File: config.mk
export PLATFORM = sky130hd
export DESIGN_NAME = down_count_mod8
export DESIGN_NICKNAME = d
export VERILOG_FILES = /design/src/rtl/down_count_mod8_pkg.sv /design/src/rtl/dec_mod8.sv /design/src/rtl/down_count_mod8.sv
export SDC_FILE = /design/constraint.sdc
export NUM_CORES = 1
export LEC_CHECK = 0
export CAP_MARGIN = 0
export CORE_AREA = 10 10 47 49
export CTS_CLUSTER_SIZE = 8
export DETAILED_ROUTE_END_ITERATION = 10
export DIE_AREA = 0 0 57 59
export PLACE_DENSITY = 0.66
export SYNTH_ARGS = -nofsm -noshare
export SYNTH_HDL_FRONTEND = slang
export SYNTH_SLANG_ARGS = --single-unit
export TNS_END_PERCENT = 30
File: constraint.sdc
create_clock -name clk -period 1.95 [get_ports clk]
set_input_delay 0.2925 -clock clk [delete_from_list [all_inputs] [get_ports clk]]
set_output_delay 0.2925 -clock clk [all_outputs]
set_load 0.02 [all_outputs]
File: src/rtl/down_count_mod8_pkg.sv
// Shared types and constants for the mod-8 down counter and its decrement helper.
package down_count_mod8_pkg;

    localparam int unsigned CountWidth = 3;

    typedef enum logic [1:0] {
        StIdle = 2'd0,
        StRun  = 2'd1,
        StDone = 2'd2
    } state_e;

    localparam logic MODE_PERIODIC = 1'b0;
    localparam logic MODE_ONESHOT  = 1'b1;

endpackage

File: src/rtl/dec_mod8.sv
// Combinational 3-bit decrement with zero detect; saturates at zero so it never wraps.
module dec_mod8
    import down_count_mod8_pkg::*;
(
    input  logic [CountWidth-1:0] val_i,
    output logic [CountWidth-1:0] dec_o,
    output logic                  zero_o
);

    always_comb begin
        zero_o = (val_i == '0);
        dec_o  = zero_o ? '0 : val_i - CountWidth'(1);
    end

endmodule

File: src/rtl/down_count_mod8.sv
// Mod-8 down counter with load/start control, periodic or one-shot wrap, and a registered borrow.
module down_count_mod8
    import down_count_mod8_pkg::*;
#(
    parameter logic [CountWidth-1:0] RELOAD = 3'd7
) (
    input  logic                  clk,
    input  logic                  rst,
    input  logic                  en,
    input  logic                  load,
    input  logic [CountWidth-1:0] din,
    input  logic                  start,
    input  logic                  mode,
    output logic [CountWidth-1:0] q,
    output logic                  bout,
    output logic                  busy,
    output logic                  done
);

    state_e                  state_q, state_d;
    logic [CountWidth-1:0]   q_q, q_d;
    logic                    bout_q, bout_d;
    logic [CountWidth-1:0]   q_dec;
    logic                    q_zero;

    dec_mod8 u_dec (
        .val_i  (q_q),
        .dec_o  (q_dec),
        .zero_o (q_zero)
    );

    always_comb begin
        state_d = state_q;
        q_d     = q_q;
        bout_d  = 1'b0;
        unique case (state_q)
            StIdle: begin
                if (load) begin
                    q_d = din;
                end else if (start) begin
                    state_d = StRun;
                end
            end
            StRun: begin
                if (load) begin
                    q_d     = din;
                    state_d = StIdle;
                end else if (start) begin
                    q_d = RELOAD;
                end else if (en) begin
                    if (q_zero) begin
                        bout_d = 1'b1;
                        if (mode == MODE_ONESHOT) begin
                            state_d = StDone;
                        end else begin
                            q_d = RELOAD;
                        end
                    end else begin
                        q_d = q_dec;
                    end
                end
            end
            StDone: begin
                if (load) begin
                    q_d     = din;
                    state_d = StIdle;
                end else if (start) begin
                    q_d     = RELOAD;
                    state_d = StRun;
                end
            end
            default: begin
                state_d = StIdle;
            end
        endcase
    end

    always_ff @(posedge clk or posedge rst) begin
        if (rst) begin
            state_q <= StIdle;
            q_q     <= '0;
            bout_q  <= 1'b0;
        end else begin
            state_q <= state_d;
            q_q     <= q_d;
            bout_q  <= bout_d;
        end
    end

    // Status flags decode the state register alone, so they cannot both be high.
    assign q    = q_q;
    assign bout = bout_q;
    assign busy = (state_q == StRun);
    assign done = (state_q == StDone);

endmodule

==> run metrics <==
count of standard-cell rows=14; CP Cell Sequence=inv_1 -> ha_1 -> dlygate4sd2_1; clock root buffer=clkbuf_4; initial core utilization=36.70%; Setup WS pre-CTS=151.7 ps; placed cell areas=674.4 µm²; vias=477; CP endpoint kind=output port; Worst slew margin=79.23%; Synth area leader=dfrtp_1; Synth warnings=0; CTS buffer count=3; Vias per Instance=5.612; switching share of power=44.00%; maximum clock rate=0.5703 GHz; Mapped Nets=67; Internal=0.5029 mW; count of cell types in the netlist=26; maximum vdd ir drop=459.5 µV; Mean Syn Cell Area=9.889 µm²; worst min-delay path category=input pin to async pin; Final Wtd Congestion=0.7666; GRT met1 Usage=8.513%; synth top area cells=dfrtp_1 29%, ha_1 15%, o31ai_4 4.1%; setup repair bufs after CTS=0; die span in y=59 µm; largest net degree at the start of global routing=8; GR peak layer=met2; final setup margin=196.4 ps; DRT antenna net count=0; Sink Count=6; RSZ-0062 raised after global routing=false; drt drc=0; WS Path Type=flop to output port; CTS tree=done; routed len/inst=15.39 µm; die area=0.003363 mm²; Tmin final=1754 ps; Reg clk slew, reported paths=60 ps; first-pass GRT wire length=2.249 mm; combinational share of power=62.4%; most common cell after layout, fill and taps aside=clkdlybuf4s50_1; met2 global-route usage=13.95%; Starting DRT DRC Count=6; nets@finish=86; Syn Std Cell Area=514.2 µm²; DPL Wire Length=1.047 mm; Worst Max-Slew Pin Slew=310.8 ps; global route overflow=0; commonest cells after routing, fill and taps aside=12 x clkdlybuf4s50_1, 6 x ha_1, 6 x dfrtp_1; Clk Latency, worst-skew pair=250 ps; fraction of final layout cells sized beyond drive strength 1=13.04%; Final Cell Area=700.7 µm²; MaxCap Viol Count=0; Pins Over Slew Limit=0; slowest cell on the critical path=dfrtp_1; Worst EP required=1660 ps; drt total wl=1.308 mm; number of flops mapped to enable cells by yosys=0; number of hold buffers added after CTS=0; pwr dens=1282 mW/mm²; H-tree levels=1; critical-path maximum fanout=7; clk_skew=14.40 ps; final hold vios=0; met3 Use GR=3.433%; sequential share of power=24.5%; Sw Pwr=0.3952 mW; worst-case clock buffer depth=2; TNS Setup=0 ps; # diodes=0; P&R area growth vs syn=36.25%; Yosys top cell area share=29.20%; die width=57 µm; Seq/Total Area, Yosys=29.20%; final setup vio count=0; initial antenna violation count=0; outcome=finished, final reports clean; core outline area=0.001401 mm²; period utilization=89.93%; Lkg Pwr=0.3170 nW; share of flip-flops with an asynchronous set or reset=100.0%; cell count after synthesis=52; I/O Buffers=14; critical path's largest stage delay=410 ps; crit path DAT=1460 ps; Tot GR Track Use=8.326%; Post-synth top flop=dfrtp_1; Startpoint Class=flop; # IOs=15; clock power share=13.2%; Synth Register Bits=6; vias in the first global route=514; drt pass-1 iters=4
[state kept, by name, summed over array words and instances (netlist names)]
register,cells
state_q,2
q,3
bout,1
[stage by stage]
step	hold slack [ps]	std cells	power [mW]	util, %
2_1_floorplan	83.46	52	0.5989	-
3_3_place_gp	523.0	82	0.7823	48.13
4_1_cts	274.7	85	0.9047	49.55
5_1_grt	280.1	85	0.9762	50.00
6_report	270.8	85	0.8981	50.00
3_5_place_dp	543.4	82	0.7858	48.13
[logic make-up after synthesis]
kind of cell    Yosys count  share of synthesized area, %
simple gates             20                         26.28
flops                     6                         29.20
compound gates           12                         20.20
fa+ha+maj                 6                         14.60
buf+inv                   5                         3.650
mux                       3                         6.083
[area by class of cell]
| cell class | count | area, µm² |
|---|---|---|
| Tap cell | 16 | 20.02 |
| Inverter | 5 | 18.77 |
| Clock buffer | 3 | 22.52 |
| Timing Repair Buffer | 14 | 137.6 |
| Multi-Input combinational cell | 41 | 351.6 |
| Fill cell | 139 | 700.7 |
| Sequential cell | 6 | 150.1 |
[critical path: cells and delay by family (launching register included)]
family     cells  cell delay (ps)
buf+inv        2              490
flops          1              410
fa+ha+maj      1              300
[metal layers]
layer / part of all wire, % / vias to the layer above
met2: 53 / 18
met3: 7.7 / 2
li1: - / 228
met4: 0.31 / 0
met1: 39 / 229
met5: 0 / -
[synth_stat cells (2+ instances only)]
library cell	n
dfrtp_1	6
ha_1	6
inv_1	5
a31oi_1	3
nand2_1	3
nand2b_1	3
nor2b_1	3
mux2i_1	2
nand3_1	2
nor2_1	2
o221ai_1	2
[final timing paths]
path | startpoint | slack (ps) | endpoint | cells past startpoint
max in group asynchronous | rst | 1450 | q[1]$_DFFE_PP0P_ | 2
worst min-delay path | rst | 270 | q[2]$_DFFE_PP0P_ | 2
worst max-delay path | state_q[1]$_DFFE_PP0P_ | 200 | busy | 3
min in group clk | state_q[1]$_DFFE_PP0P_ | 570 | state_q[1]$_DFFE_PP0P_ | 1
worst max register to register | state_q[1]$_DFFE_PP0P_ | 300 | q[1]$_DFFE_PP0P_ | 6
worst min register to register | state_q[1]$_DFFE_PP0P_ | 570 | state_q[1]$_DFFE_PP0P_ | 1
[repair_timing]
| item | 4_1_cts | 5_1_grt |
|---|---|---|
| endpoints found under the setup margin | 2 | 2 |
| pin swaps | 0 | 0 |
| resized for setup | 2 | 1 |
[power groups by stage]
stage	clock network (mW)	registers (mW)	logic, mW
2_1_floorplan	0	0.250	0.348
3_3_place_gp	0	0.219	0.563
3_5_place_dp	0	0.221	0.565
4_1_cts	0.123	0.219	0.562
5_1_grt	0.130	0.228	0.618
6_report	0.118	0.220	0.560
Note: power is estimated with default switching activity, not from simulation.
